--- src/rtl/regfile_pkg.sv ---
// Shared types and constants for the register-file write-back controller.
package regfile_pkg;

  localparam int NUM_REGS = 32;
  localparam int ADDR_W   = 5;
  localparam int DATA_W   = 32;

  localparam logic [ADDR_W-1:0] REG_ZERO = 5'd0;

  typedef struct packed {
    logic              valid;
    logic [ADDR_W-1:0] rd;
    logic [DATA_W-1:0] data;
  } wb_req_t;

  // x0 is hardwired, so it is never written and never tracked.
  function automatic logic is_writable(input logic [ADDR_W-1:0] rd);
    return (rd != REG_ZERO);
  endfunction

endpackage

--- src/rtl/regfile_wb_arbiter_wb_fifo.sv ---
// Small synchronous FIFO holding memory-return write-backs until the
// shared register-file write port is free.
module wb_fifo #(
  parameter int WIDTH = 37,
  parameter int DEPTH = 2,
  localparam int PTR_W = $clog2(DEPTH),
  localparam int CNT_W = PTR_W + 1
) (
  input  logic             clock,
  input  logic             reset,
  input  logic             push,
  input  logic [WIDTH-1:0] push_data,
  input  logic             pop,
  output logic [WIDTH-1:0] pop_data,
  output logic             full,
  output logic             empty,
  output logic [CNT_W-1:0] count
);

  localparam logic [PTR_W-1:0] PTR_ONE = PTR_W'(1);
  localparam logic [CNT_W-1:0] CNT_ONE = CNT_W'(1);
  localparam logic [CNT_W-1:0] CNT_MAX = CNT_W'(DEPTH);

  logic [WIDTH-1:0] mem_r [DEPTH];
  logic [PTR_W-1:0] wr_ptr_r;
  logic [PTR_W-1:0] rd_ptr_r;
  logic [CNT_W-1:0] count_r;
  logic             push_ok_s;
  logic             pop_ok_s;

  assign full      = (count_r == CNT_MAX);
  assign empty     = (count_r == {CNT_W{1'b0}});
  assign count     = count_r;
  assign pop_data  = mem_r[rd_ptr_r];
  assign push_ok_s = push & ~full;
  assign pop_ok_s  = pop & ~empty;

  // Storage, pointers (wrapping modulo DEPTH) and occupancy count.
  always_ff @(posedge clock or posedge reset) begin
    if (reset) begin
      for (int i = 0; i < DEPTH; i++) begin
        mem_r[i] <= {WIDTH{1'b0}};
      end
      wr_ptr_r <= {PTR_W{1'b0}};
      rd_ptr_r <= {PTR_W{1'b0}};
      count_r  <= {CNT_W{1'b0}};
    end else begin
      if (push_ok_s) begin
        mem_r[wr_ptr_r] <= push_data;
        wr_ptr_r        <= wr_ptr_r + PTR_ONE;
      end
      if (pop_ok_s) begin
        rd_ptr_r <= rd_ptr_r + PTR_ONE;
      end
      case ({push_ok_s, pop_ok_s})
        2'b10:   count_r <= count_r + CNT_ONE;
        2'b01:   count_r <= count_r - CNT_ONE;
        default: count_r <= count_r;
      endcase
    end
  end

endmodule

--- src/rtl/regfile_wb_arbiter.sv ---
// Write-back controller: arbitrates ALU and memory returns onto the single
// register-file write port and tracks pending writes to stall decode on hazards.
module regfile_wb_arbiter
  import regfile_pkg::*;
#(
  parameter int MEM_FIFO_DEPTH = 2
) (
  input  logic              clock,
  input  logic              reset,
  input  logic              issue_valid,
  input  logic              issue_rd_en,
  input  logic [ADDR_W-1:0] issue_rd,
  input  logic [ADDR_W-1:0] dec_rs1,
  input  logic [ADDR_W-1:0] dec_rs2,
  input  logic              dec_use_rs1,
  input  logic              dec_use_rs2,
  input  logic [ADDR_W-1:0] dec_rd,
  input  logic              dec_rd_en,
  output logic              stall,
  input  logic              alu_wb_valid,
  input  logic [ADDR_W-1:0] alu_wb_rd,
  input  logic [DATA_W-1:0] alu_wb_data,
  input  logic              mem_wb_valid,
  input  logic [ADDR_W-1:0] mem_wb_rd,
  input  logic [DATA_W-1:0] mem_wb_data,
  output logic              mem_wb_ready,
  output logic              rf_write_enable,
  output logic [ADDR_W-1:0] rf_addr_rd,
  output logic [DATA_W-1:0] rf_data_rd,
  output logic              busy,
  output logic              err_unexpected_wb
);

  localparam int FIFO_W = ADDR_W + DATA_W;
  localparam int CNT_W  = $clog2(MEM_FIFO_DEPTH) + 1;
  localparam logic [NUM_REGS-1:0] REG_ONE  = NUM_REGS'(1);
  localparam logic [NUM_REGS-1:0] ZERO_MASK = ~(REG_ONE << REG_ZERO);

  logic [NUM_REGS-1:0] pending_r;
  logic [NUM_REGS-1:0] pending_next_s;
  logic [NUM_REGS-1:0] set_mask_s;
  logic [NUM_REGS-1:0] clr_mask_s;
  logic                rf_write_enable_r;
  logic [ADDR_W-1:0]   rf_addr_rd_r;
  logic [DATA_W-1:0]   rf_data_rd_r;
  logic                err_r;
  wb_req_t             win_s;
  logic                fifo_pop_s;
  logic                fifo_push_s;
  logic                fifo_full_s;
  logic                fifo_empty_s;
  logic [CNT_W-1:0]    fifo_count_s;
  logic [FIFO_W-1:0]   fifo_head_s;
  logic                wr_s;
  logic                unexpected_s;
  logic                set_s;
  logic                stall_s;

  assign mem_wb_ready = ~fifo_full_s;
  assign fifo_push_s  = mem_wb_valid & ~fifo_full_s;

  wb_fifo #(
    .WIDTH (FIFO_W),
    .DEPTH (MEM_FIFO_DEPTH)
  ) u_mem_fifo (
    .clock     (clock),
    .reset     (reset),
    .push      (fifo_push_s),
    .push_data ({mem_wb_rd, mem_wb_data}),
    .pop       (fifo_pop_s),
    .pop_data  (fifo_head_s),
    .full      (fifo_full_s),
    .empty     (fifo_empty_s),
    .count     (fifo_count_s)
  );

  // Fixed-priority arbitration: the ALU cannot be back-pressured, memory waits.
  always_comb begin
    win_s      = '0;
    fifo_pop_s = 1'b0;
    if (alu_wb_valid) begin
      win_s.valid = 1'b1;
      win_s.rd    = alu_wb_rd;
      win_s.data  = alu_wb_data;
    end else if (!fifo_empty_s) begin
      win_s.valid = 1'b1;
      win_s.rd    = fifo_head_s[FIFO_W-1:DATA_W];
      win_s.data  = fifo_head_s[DATA_W-1:0];
      fifo_pop_s  = 1'b1;
    end else begin
      win_s      = '0;
      fifo_pop_s = 1'b0;
    end
  end

  assign wr_s         = win_s.valid & is_writable(win_s.rd);
  assign unexpected_s = wr_s & ~pending_r[win_s.rd];

  assign stall_s = (dec_use_rs1 & pending_r[dec_rs1]) |
                   (dec_use_rs2 & pending_r[dec_rs2]) |
                   (dec_rd_en   & pending_r[dec_rd]);
  assign set_s   = issue_valid & issue_rd_en & is_writable(issue_rd) & ~stall_s;

  // Clear lands with the register-file capture; a same-index set overrides it.
  assign set_mask_s     = set_s ? (REG_ONE << issue_rd) : {NUM_REGS{1'b0}};
  assign clr_mask_s     = rf_write_enable_r ? (REG_ONE << rf_addr_rd_r) : {NUM_REGS{1'b0}};
  assign pending_next_s = ((pending_r & ~clr_mask_s) | set_mask_s) & ZERO_MASK;

  // Scoreboard, registered write port and sticky error flag.
  always_ff @(posedge clock or posedge reset) begin
    if (reset) begin
      pending_r         <= {NUM_REGS{1'b0}};
      rf_write_enable_r <= 1'b0;
      rf_addr_rd_r      <= {ADDR_W{1'b0}};
      rf_data_rd_r      <= {DATA_W{1'b0}};
      err_r             <= 1'b0;
    end else begin
      pending_r         <= pending_next_s;
      rf_write_enable_r <= wr_s;
      if (wr_s) begin
        rf_addr_rd_r <= win_s.rd;
        rf_data_rd_r <= win_s.data;
      end
      err_r <= err_r | unexpected_s;
    end
  end

  assign stall             = stall_s;
  assign rf_write_enable   = rf_write_enable_r;
  assign rf_addr_rd        = rf_addr_rd_r;
  assign rf_data_rd        = rf_data_rd_r;
  assign err_unexpected_wb = err_r;
  assign busy              = (|pending_r) | (fifo_count_s != {CNT_W{1'b0}});

endmodule

--- config.mk ---
export PLATFORM = sky130hd
export DESIGN_NAME = regfile_wb_arbiter
export DESIGN_NICKNAME = d
export VERILOG_FILES = /design/src/rtl/regfile_pkg.sv /design/src/rtl/regfile_wb_arbiter_wb_fifo.sv /design/src/rtl/regfile_wb_arbiter.sv
export SDC_FILE = /design/constraint.sdc
export NUM_CORES = 1
export LEC_CHECK = 0
export CAP_MARGIN = 30
export CORE_MARGIN = 8
export CORE_UTILIZATION = 47
export CTS_BUF_LIST = sky130_fd_sc_hd__clkbuf_16
export DETAILED_ROUTE_END_ITERATION = 7
export PLACE_DENSITY = 0.82
export SLEW_MARGIN = 5
export SYNTH_ARGS = -nofsm -noshare
export SYNTH_HDL_FRONTEND = slang
export SYNTH_SLANG_ARGS = --single-unit
export TNS_END_PERCENT = 50
--- constraint.sdc ---
create_clock -name clock -period 4.2 [get_ports clock]
set_input_delay 0.42 -clock clock [delete_from_list [all_inputs] [get_ports clock]]
set_output_delay 0.42 -clock clock [all_outputs]
set_load 0.03 [all_outputs]
==> impl_results.html, run 1 <==
<table>
<tr><th>Metric</th><th>Value</th></tr>
<tr><th colspan="2">Setup path</th></tr>
<tr><td>Kind of start point of the critical path</td><td>input pin</td></tr>
<tr><td>Class of the most critical setup path</td><td>in -&gt; out</td></tr>
<tr><td>Worst Setup End Kind</td><td>primary output</td></tr>
<tr><td>Crit path max-delay cell type</td><td>sky130_fd_sc_hd__clkdlybuf4s50_1</td></tr>
<tr><td>Worst R2R Start</td><td>u_mem_fifo.rd_ptr_r$_DFFE_PP0P_</td></tr>
<tr><td>Req. time, crit path</td><td>3.78 ns</td></tr>
<tr><td>Biggest cell delay along the critical path</td><td>0.77 ns</td></tr>
<tr><td>Critical Path Most Common Cell</td><td>sky130_fd_sc_hd__clkdlybuf4s50_1</td></tr>
<tr><td>Worst Setup SP</td><td>dec_rd[0]</td></tr>
<tr><td>Series of cell instances along the critical path</td><td>clkdlybuf4s50_1 -&gt; mux4_2 -&gt; mux2_2 -&gt; nand4_1 -&gt; and4_4 -&gt; nand4_4 -&gt; clkdlybuf4s50_1</td></tr>
<tr><td>Crit path DAT</td><td>roughly 3.1 ns</td></tr>
<tr><td>Top fanout value on the critical path</td><td>12</td></tr>
<tr><th colspan="2">Synthesis</th></tr>
<tr><td>Number of flops mapped to enable cells by yosys</td><td>0</td></tr>
<tr><td>Number of synthesis warnings</td><td>0</td></tr>
<tr><td>Mean cell area of the mapped netlist</td><td>11.1 sq um</td></tr>
<tr><td>Post-synth net total</td><td>slightly below 800</td></tr>
<tr><td>Cell type with the highest aggregate area in the netlist</td><td>sky130_fd_sc_hd__dfrtp_1</td></tr>
<tr><td>Proportion of register bits with asynchronous set or reset after synthesis</td><td>1.00</td></tr>
<tr><td>Distinct cells, synth</td><td>between 50 and 60</td></tr>
<tr><td>Instance count of the mapped netlist</td><td>692</td></tr>
<tr><td>Most repeated cell in the gate-level netlist after synthesis</td><td>sky130_fd_sc_hd__dfrtp_1</td></tr>
<tr><td>Largest cells by area after synthesis</td><td>sky130_fd_sc_hd__dfrtp_1, sky130_fd_sc_hd__mux2_2, sky130_fd_sc_hd__mux2i_1</td></tr>
<tr><td>Yosys reg bits</td><td>148</td></tr>
<tr><td>Cell area after technology mapping</td><td>around 0.0077 sq mm</td></tr>
<tr><td>Sequential share of the synthesized area</td><td>0.481</td></tr>
<tr><td>Yosys top cell area share</td><td>0.481</td></tr>
<tr><td>Most common flop cell mapped by yosys</td><td>sky130_fd_sc_hd__dfrtp_1</td></tr>
<tr><td>Most frequent cells after synthesis</td><td>sky130_fd_sc_hd__dfrtp_1, sky130_fd_sc_hd__mux2_2, sky130_fd_sc_hd__nor2_1, sky130_fd_sc_hd__a21oi_1, sky130_fd_sc_hd__mux2i_1</td></tr>
<tr><th colspan="2">Die</th></tr>
<tr><td>Die width</td><td>roughly 140 um</td></tr>
<tr><td>Effective utilization at floorplan</td><td>0.473</td></tr>
<tr><td>Die Footprint</td><td>0.0207 sq mm</td></tr>
<tr><td>Number of top-level design ports</td><td>145</td></tr>
<tr><td>Cell Rows</td><td>47</td></tr>
<tr><td>Standard cell core area</td><td>approximately 0.016 sq mm</td></tr>
<tr><td>Die Ht</td><td>144 um</td></tr>
<tr><th colspan="2">Drt</th></tr>
<tr><td>Post-DR wirelength/cell</td><td>20.7 um</td></tr>
<tr><td>Number of vias per cell after detailed routing</td><td>5.91</td></tr>
<tr><td>Final ANT Viol Nets</td><td>0</td></tr>
<tr><td>DR DRC count</td><td>0</td></tr>
<tr><td>First-pass iteration count of the detailed router</td><td>6</td></tr>
<tr><td>Count of routing violations after the opening detailed-route iteration</td><td>620</td></tr>
<tr><td>Sum of routed wire length over all layers</td><td>roughly 22000 um</td></tr>
<tr><td>Number of vias in the routed layout</td><td>roughly 6.3k</td></tr>
<tr><th colspan="2">Timing</th></tr>
<tr><td>Fin. Hold Viols</td><td>0</td></tr>
<tr><td>Final setup vio count</td><td>0</td></tr>
<tr><td>Normalized max-slew margin</td><td>0.497</td></tr>
<tr><td>Setup Skew</td><td>0.0116 ns</td></tr>
<tr><td>Setup repair after global routing missed its margin</td><td>false</td></tr>
<tr><td>Max Clock Freq</td><td>284 MHz</td></tr>
<tr><td>Minimum period implied by the final worst setup slack</td><td>~3.5 ns</td></tr>
<tr><td>Pin slew with the least headroom to its limit</td><td>roughly 0.75 ns</td></tr>
<tr><td>Number of pins with negative max-slew slack in the final report</td><td>0</td></tr>
<tr><td>Share of the clock period used by the worst path</td><td>0.840</td></tr>
<tr><td>Post-route setup TNS</td><td>0 ns</td></tr>
<tr><th colspan="2">Pwr</th></tr>
<tr><td>Leakage power figure</td><td>4.07 nW</td></tr>
<tr><td>Maximum ir drop on the vdd rail</td><td>0.000422 V</td></tr>
<tr><td>Design Power</td><td>roughly 7.4 mW</td></tr>
<tr><td>P per Cell Area</td><td>750 mW/mm^2</td></tr>
<tr><th colspan="2">Global routing</th></tr>
<tr><td>Initial antenna violation count</td><td>0</td></tr>
<tr><td>First-pass GRT wire length</td><td>34600 um</td></tr>
<tr><td>Pin count of the biggest net entering global routing</td><td>84</td></tr>
<tr><td>Overflow left after global routing</td><td>0</td></tr>
<tr><td>Vias in the first global route</td><td>6394</td></tr>
<tr><td>Overall routing resource usage</td><td>0.217</td></tr>
<tr><th colspan="2">Layout</th></tr>
<tr><td>Non-filler instance count after layout</td><td>1060</td></tr>
<tr><td>Layout fillers</td><td>1286</td></tr>
<tr><td>Layout Nets</td><td>930</td></tr>
<tr><td>Fraction of layout cells with a size suffix above 1</td><td>0.174</td></tr>
<tr><td>Design Area, Final</td><td>0.00993 sq mm</td></tr>
<tr><td>Layout-stage area growth over the synthesis result</td><td>28.9%</td></tr>
<tr><th colspan="2">Outcome</th></tr>
<tr><td>Result of the run</td><td>finished, final reports clean</td></tr>
<tr><th colspan="2">CTS</th></tr>
<tr><td>Number of hold buffers added after cts</td><td>0</td></tr>
<tr><td>Clock latency reported for the late side of the worst-skew pair</td><td>0.43 ns</td></tr>
<tr><td>CTS tree</td><td>built</td></tr>
<tr><td>Post-cts gate resize count</td><td>0</td></tr>
<tr><td>Sinks on Clock Net</td><td>148</td></tr>
<tr><td>Clock H-tree levels</td><td>4</td></tr>
<tr><td>Number of clock buffers inserted by TritonCTS</td><td>17</td></tr>
<tr><td>Clock-pin slew of the registers on the worst-case setup and hold paths</td><td>0.06 ns</td></tr>
<tr><td>Root Buffer Master</td><td>sky130_fd_sc_hd__clkbuf_16</td></tr>
<tr><td>Post CTS Setup Buffer Count</td><td>0</td></tr>
<tr><td>Maximum buffer depth of the clock tree</td><td>2</td></tr>
<tr><th colspan="2">Flow run</th></tr>
<tr><td>Max-Cap Viols</td><td>0</td></tr>
<tr><th colspan="2">Place</th></tr>
<tr><td>Port Buffer Count</td><td>144</td></tr>
<tr><td>Final weighted congestion of routability-driven global placement</td><td>0.903</td></tr>
<tr><td>Cell Area, Placed</td><td>0.00936 sq mm</td></tr>
<tr><td>Hpwl dp</td><td>15100 um</td></tr>
<tr><td># placed instances</td><td>a little over 1k</td></tr>
<tr><th colspan="2">Min path</th></tr>
<tr><td>Tightest Hold Check Type</td><td>in -&gt; async</td></tr>
</table>
## registers in the layout (all words and copies together) (netlist names)
signal               count
rf_write_enable          1
u_mem_fifo.count         2
u_mem_fifo.mem_r        74
pending_r               31
rf_data_rd              32
u_mem_fifo.wr_ptr_r      1
u_mem_fifo.rd_ptr_r      1
rf_addr_rd               5
err_unexpected_wb        1
## final timing paths
check,endpoint,slack (ns),depth (start not counted)
min in group clock,u_mem_fifo.mem_r[50]$_DFFE_PP0P_,0.50,1
hold reg to reg,u_mem_fifo.mem_r[50]$_DFFE_PP0P_,0.50,1
setup / recovery,stall,0.67,7
max in group asynchronous,u_mem_fifo.mem_r[13]$_DFFE_PP0P_,2.89,3
setup reg to reg,rf_data_rd[8]$_DFFE_PP0P_,1.18,8
hold / removal,pending_r[1]$_DFF_PP0_,0.42,2
## critical path, delay by kind of cell
family                 cells  cell delay [ns]
buffers and inverters      2             1.39
multiplexers               2             0.83
AND/OR/NAND/NOR            3             0.45
## logic make-up (layout without fill, tap and decap cells)
group / count (synthesis) / count (layout) / synth area share
AO/OA/AOI/OAI: 172 / 172 / 0.135
flip-flops: 148 / 148 / 0.481
XOR/XNOR: 5 / 5 / 0.00569
buffers and inverters: 47 / 194 / 0.0288
adder cells (fa/ha/maj): 1 / 1 / 0.00162
AND/OR/NAND/NOR: 167 / 167 / 0.105
multiplexers: 152 / 152 / 0.243
other: 0 / 1 / 0
## cells in the final DEF (no fill, tap or decap), types with 4 or more instances in the layout
cell type	synthesis	routed
sky130_fd_sc_hd__o211ai_1	9	9
sky130_fd_sc_hd__dfrtp_1	148	147
sky130_fd_sc_hd__nand3b_1	7	7
sky130_fd_sc_hd__nand2_1	33	32
sky130_fd_sc_hd__a21oi_1	70	70
sky130_fd_sc_hd__o21ai_1	4	4
sky130_fd_sc_hd__clkinvlp_4	0	4
sky130_fd_sc_hd__nand3_1	9	8
sky130_fd_sc_hd__nor4_1	8	8
sky130_fd_sc_hd__clkbuf_16	0	17
sky130_fd_sc_hd__clkinv_2	0	4
sky130_fd_sc_hd__buf_4	2	9
sky130_fd_sc_hd__nor2_1	76	75
sky130_fd_sc_hd__nor2b_1	8	8
sky130_fd_sc_hd__mux2i_1	53	53
sky130_fd_sc_hd__xnor2_1	4	4
sky130_fd_sc_hd__mux4_2	16	16
sky130_fd_sc_hd__mux2_2	79	79
sky130_fd_sc_hd__inv_1	7	9
sky130_fd_sc_hd__nand4_1	6	6
sky130_fd_sc_hd__clkdlybuf4s50_1	0	144
sky130_fd_sc_hd__o31ai_1	31	31
sky130_fd_sc_hd__o21ai_0	32	32
sky130_fd_sc_hd__nand2b_1	7	7
sky130_fd_sc_hd__a31oi_1	4	4
## power by group
group          switching (mW)  leakage, nW  total (mW)  internal [mW]
combinational            1.59         2.02        3.13           1.54
clock                   0.593        0.283        1.46          0.866
sequential              0.731         1.77        2.86           2.13
total                    2.91         4.07        7.45           4.54
## per-stage QoR
step / worst slack [ns] / utilization / hold slack [ns]
final: 0.674 / 0.609 / 0.421
after detailed placement: 0.661 / 0.575 / 0.495
after floorplan: 1.84 / - / 0.468
after CTS: 0.657 / 0.609 / 0.437
after global placement: 0.690 / 0.573 / 0.487
after global routing: 0.549 / 0.609 / 0.466
## area by class of cell
| class | instances | area, sq um | share of cell area |
|---|---|---|---|
| multi-input cells | 497 | 3800 | 0.383 |
| flip-flops and latches | 148 | 3700 | 0.373 |
| repair buffers | 155 | 1550 | 0.156 |
| clock buffers | 17 | 425 | 0.0429 |
| well taps | 220 | 275 | 0.0277 |
| clock inverters | 15 | 140 | 0.0141 |
| inverters | 7 | 30.0 | 0.00302 |
| diodes | 1 | 2.50 | 0.000252 |
## metal layers
| layer | share of wire | global-route usage | up-vias | wire length [um] |
|---|---|---|---|---|
| met1 | 0.39 | 0.263 | 3039 | 8530 |
| li1 | - | - | 2848 | - |
| met3 | 0.087 | 0.0624 | 70 | 1910 |
| met5 | 0 | 0 | - | 0 |
| met2 | 0.49 | 0.351 | 311 | 10800 |
| met4 | 0.032 | 0.0991 | 0 | 699 |
No activity file was read; power rests on OpenSTA's default activity.
==> run 2: changes to the inputs <==
clock period = 3.2 ns   (was 4.2 ns; I/O delays follow)
==> run 2 against run 1 <==
Critical path depth rose by 1. Global-route usage increased by 0.063 points. Via count is 0.75% higher. Flip-flop and latch count stayed put. Worst hold slack got worse by 0.16 ns. Sequential power increased by 30%. Combinational power grew 32%. Critical path type unchanged. Largest power group unchanged. Highest routed layer is now met5.
==> impl_results.html, run 2 (synthesis results as in run 1) <==
<table>
<tr><th>Metric</th><th>Value</th></tr>
<tr><th colspan="2">Timing</th></tr>
<tr><td>Setup repair after global routing missed its margin</td><td>false</td></tr>
<tr><td>Setup Skew</td><td>0.0133 ns (+0.00165 ns)</td></tr>
<tr><td>Normalized max-slew margin</td><td>0.599 (+0.101)</td></tr>
<tr><td>Hold slack</td><td>0.260 ns (-0.161 ns)</td></tr>
<tr><td>Number of pins with negative max-slew slack in the final report</td><td>0 (unchanged)</td></tr>
<tr><td>Fin. Hold Viols</td><td>0 (unchanged)</td></tr>
<tr><td>Post-route setup TNS</td><td>0 ns (unchanged)</td></tr>
<tr><td>Share of the clock period used by the worst path</td><td>0.866</td></tr>
<tr><td>Least setup slack across all paths after layout</td><td>0.428 ns (-0.245 ns)</td></tr>
<tr><td>Pin slew with the least headroom to its limit</td><td>0.600 ns (-0.152 ns)</td></tr>
<tr><td>Max Clock Freq</td><td>361 MHz</td></tr>
<tr><td>Final setup vio count</td><td>0 (unchanged)</td></tr>
<tr><td>Minimum period implied by the final worst setup slack</td><td>2.77 ns</td></tr>
<tr><th colspan="2">Layout</th></tr>
<tr><td>Layout fillers</td><td>1325 (+3.0%)</td></tr>
<tr><td>Layout Nets</td><td>944 (+1.5%)</td></tr>
<tr><td>Non-filler instance count after layout</td><td>1073 (+1.2%)</td></tr>
<tr><td>Commonest non-fill, non-tap cell in the layout</td><td>sky130_fd_sc_hd__dfrtp_1</td></tr>
<tr><td>Number of flip-flops under the largest register name</td><td>74 (unchanged)</td></tr>
<tr><td>Fraction of layout cells with a size suffix above 1</td><td>0.190 (+0.0159)</td></tr>
<tr><td>Antenna Diode Count</td><td>0 (-1)</td></tr>
<tr><td>Leading cell types in the layout, fill and taps excluded</td><td>sky130_fd_sc_hd__dfrtp_1, sky130_fd_sc_hd__clkdlybuf4s50_1, sky130_fd_sc_hd__mux2_2</td></tr>
<tr><td>Register ranked first by flip-flop count</td><td>u_mem_fifo.mem_r</td></tr>
<tr><td>Layout-stage area growth over the synthesis result</td><td>30.5%</td></tr>
<tr><th colspan="2">Place</th></tr>
<tr><td>Final weighted congestion of routability-driven global placement</td><td>0.924 (+2.4%)</td></tr>
<tr><td>Hpwl dp</td><td>15300 um (+1.2%)</td></tr>
<tr><td># placed instances</td><td>1041 (+1.4%)</td></tr>
<tr><td>Port Buffer Count</td><td>144 (unchanged)</td></tr>
<tr><td>Worst setup slack before clock tree synthesis</td><td>0.0817 ns (-0.579 ns)</td></tr>
<tr><th colspan="2">Global routing</th></tr>
<tr><td>First-pass GRT wire length</td><td>34900 um (+1.0%)</td></tr>
<tr><td>Vias in the first global route</td><td>6789 (+6.2%)</td></tr>
<tr><td>Initial antenna violation count</td><td>1 (+1)</td></tr>
<tr><td>Overall routing resource usage</td><td>0.217 (+0.000630)</td></tr>
<tr><td>Pin count of the biggest net entering global routing</td><td>94 (+12%)</td></tr>
<tr><td>Overflow left after global routing</td><td>0 (unchanged)</td></tr>
<tr><th colspan="2">CTS</th></tr>
<tr><td>Clock-pin slew of the registers on the worst-case setup and hold paths</td><td>0.06 ns (about the same)</td></tr>
<tr><td>Maximum buffer depth of the clock tree</td><td>2 (unchanged)</td></tr>
<tr><td>Number of clock buffers inserted by TritonCTS</td><td>17 (unchanged)</td></tr>
<tr><td>Post CTS Setup Buffer Count</td><td>0 (unchanged)</td></tr>
<tr><td>Clock latency reported for the late side of the worst-skew pair</td><td>0.43 ns (about the same)</td></tr>
<tr><td>Clock H-tree levels</td><td>4 (unchanged)</td></tr>
<tr><td>Root Buffer Master</td><td>sky130_fd_sc_hd__clkbuf_16</td></tr>
<tr><td>Sinks on Clock Net</td><td>148 (unchanged)</td></tr>
<tr><td>CTS tree</td><td>built</td></tr>
<tr><th colspan="2">Drt</th></tr>
<tr><td>Final ANT Viol Nets</td><td>0 (unchanged)</td></tr>
<tr><td>Number of vias per cell after detailed routing</td><td>5.89 (-0.47%)</td></tr>
<tr><td>Post-DR wirelength/cell</td><td>20.0 um (-2.9%)</td></tr>
<tr><td>DR DRC count</td><td>0 (unchanged)</td></tr>
<tr><td>First-pass iteration count of the detailed router</td><td>4 (-2)</td></tr>
<tr><td>Count of routing violations after the opening detailed-route iteration</td><td>471 (-24%)</td></tr>
<tr><td>Number of vias in the routed layout</td><td>6315 (+0.75%)</td></tr>
<tr><td>Sum of routed wire length over all layers</td><td>21500 um (-1.8%)</td></tr>
<tr><th colspan="2">Setup path</th></tr>
<tr><td>Top fanout value on the critical path</td><td>4 (-8)</td></tr>
<tr><td>Worst Setup End Kind</td><td>primary output</td></tr>
<tr><td>Internal reg-to-reg setup slack</td><td>0.62 ns (-0.56 ns)</td></tr>
<tr><td>Number of cells on the worst reg-to-reg path</td><td>7 (-1)</td></tr>
<tr><td>Biggest cell delay along the critical path</td><td>0.56 ns (-0.21 ns)</td></tr>
<tr><td>Crit path max-delay cell type</td><td>sky130_fd_sc_hd__clkdlybuf4s50_1</td></tr>
<tr><td>Req. time, crit path</td><td>2.88 ns (-0.90 ns)</td></tr>
<tr><td>Count of buffer and inverter cells on the critical path</td><td>3 (+1)</td></tr>
<tr><td>Class of the most critical setup path</td><td>in -&gt; out</td></tr>
<tr><td>Kind of start point of the critical path</td><td>input pin</td></tr>
<tr><td>Series of cell instances along the critical path</td><td>clkdlybuf4s50_1 -&gt; buf_4 -&gt; mux4_2 -&gt; nor4b_1 -&gt; a31oi_1 -&gt; and4_4 -&gt; nand4_4 -&gt; dlymetal6s2s_1</td></tr>
<tr><td>Worst reg2reg endpoint</td><td>rf_addr_rd[4]$_DFFE_PP0P_</td></tr>
<tr><td>Worst R2R Start</td><td>u_mem_fifo.count[0]$_DFFE_PP0P_</td></tr>
<tr><td>Crit path DAT</td><td>2.45 ns (-0.66 ns)</td></tr>
<tr><td>Crit-path leading delay family</td><td>buffers and inverters</td></tr>
<tr><th colspan="2">Pwr</th></tr>
<tr><td>Net switching power figure</td><td>3.86 mW (+32%)</td></tr>
<tr><td>Switching share of power</td><td>0.394 (+0.00297)</td></tr>
<tr><td>Maximum ir drop on the vdd rail</td><td>0.000628 V (+49%)</td></tr>
<tr><td>P per Cell Area</td><td>974 mW/mm^2 (+30%)</td></tr>
<tr><td>Combinational Power Share</td><td>0.422 (+0.002)</td></tr>
<tr><td>Clock group share of total power</td><td>0.197 (about the same)</td></tr>
<tr><td>Sequential share of power</td><td>0.381 (-0.003)</td></tr>
<tr><td>Total internal power</td><td>5.94 mW (+31%)</td></tr>
<tr><td>Leakage power figure</td><td>4.14 nW (+1.6%)</td></tr>
<tr><th colspan="2">Die</th></tr>
<tr><td>Number of top-level design ports</td><td>145 (unchanged)</td></tr>
<tr><td>Standard cell core area</td><td>0.0163 sq mm (unchanged)</td></tr>
<tr><td>Cell Rows</td><td>47 (unchanged)</td></tr>
<tr><td>Die width</td><td>144 um (unchanged)</td></tr>
<tr><td>Die Ht</td><td>144 um (unchanged)</td></tr>
<tr><td>Effective utilization at floorplan</td><td>0.473 (unchanged)</td></tr>
<tr><td>Die Footprint</td><td>0.0207 sq mm (unchanged)</td></tr>
<tr><th colspan="2">Outcome</th></tr>
<tr><td>Result of the run</td><td>finished, final reports clean</td></tr>
<tr><th colspan="2">Flow run</th></tr>
<tr><td>Max-Cap Viols</td><td>0 (unchanged)</td></tr>
<tr><th colspan="2">Min path</th></tr>
<tr><td>Tightest Hold Check Type</td><td>in -&gt; async</td></tr>
</table>
==> run 2: changes by cell type in the layout (fill, tap and decap cells not counted), sizes merged <==
| cell | delta |
|---|---|
| diode | -1 |
| dlymetal6s2s | +1 |
| buf | +14 |
| bufinv | -1 |
| clkdlybuf4s50 | -1 |
| clkinvlp | +1 |
==> run 2: how the worst max path moves through the flow <==
stage | from | end | slack [ns] | cells after the start
3_5_place_dp | dec_rs2[1] | stall | 0.08 | 8
2_1_floorplan | reset | err_unexpected_wb$_DFF_PP0_ | 1.02 | 1
3_3_place_gp | dec_rs2[1] | stall | 0.10 | 8
4_1_cts | pending_r[31]$_DFF_PP0_ | stall | 0.07 | 6
5_1_grt | dec_rs2[1] | stall | 0.32 | 8
6_report | dec_rs2[1] | stall | 0.43 | 8
==> run 2: metal layers <==
layer / wire length, um / GRT usage / share of wire
met5: 13 / 0 / 0.00060
met4: 1090 / 0.132 / 0.051
met3: 1670 / 0.0565 / 0.078
met2: 10200 / 0.347 / 0.48
met1: 8510 / 0.259 / 0.40
==> run 2: final cells by class <==
type	instances	area, sq um	area share
multi-input cells	497	3800	0.378
flip-flops and latches	148	3700	0.369
repair buffers	169	1670	0.166
clock buffers	17	425	0.0423
well taps	220	275	0.0274
clock inverters	15	149	0.0148
inverters	7	30.0	0.00299
==> run 2: through the flow <==
| step | instance area [sq um] | utilization | total power [mW] |
|---|---|---|---|
| after floorplan | 7710 | - | 6.31 |
| after CTS | 10100 | 0.617 | 9.81 |
| final | 10100 | 0.617 | 9.79 |
| after global routing | 10100 | 0.617 | 10.4 |
| after global placement | 9480 | 0.582 | 7.70 |
| after detailed placement | 9480 | 0.582 | 7.86 |
==> run 2: what timing repair did <==
| item | CTS | global route |
|---|---|---|
| setup endpoints to repair | 0 | 1 |
| gates resized for setup | 0 | 1 |
| hold buffers | 0 | 0 |
| hold endpoints to repair | 0 | 0 |
==> run 2: power by group through the flow <==
stage	logic [mW]	registers [mW]	clock network [mW]
6_report	4.14	3.73	1.92
5_1_grt	4.50	3.83	2.03
3_3_place_gp	4.03	3.67	0
3_5_place_dp	4.14	3.72	0
2_1_floorplan	2.51	3.80	0
4_1_cts	4.16	3.69	1.96
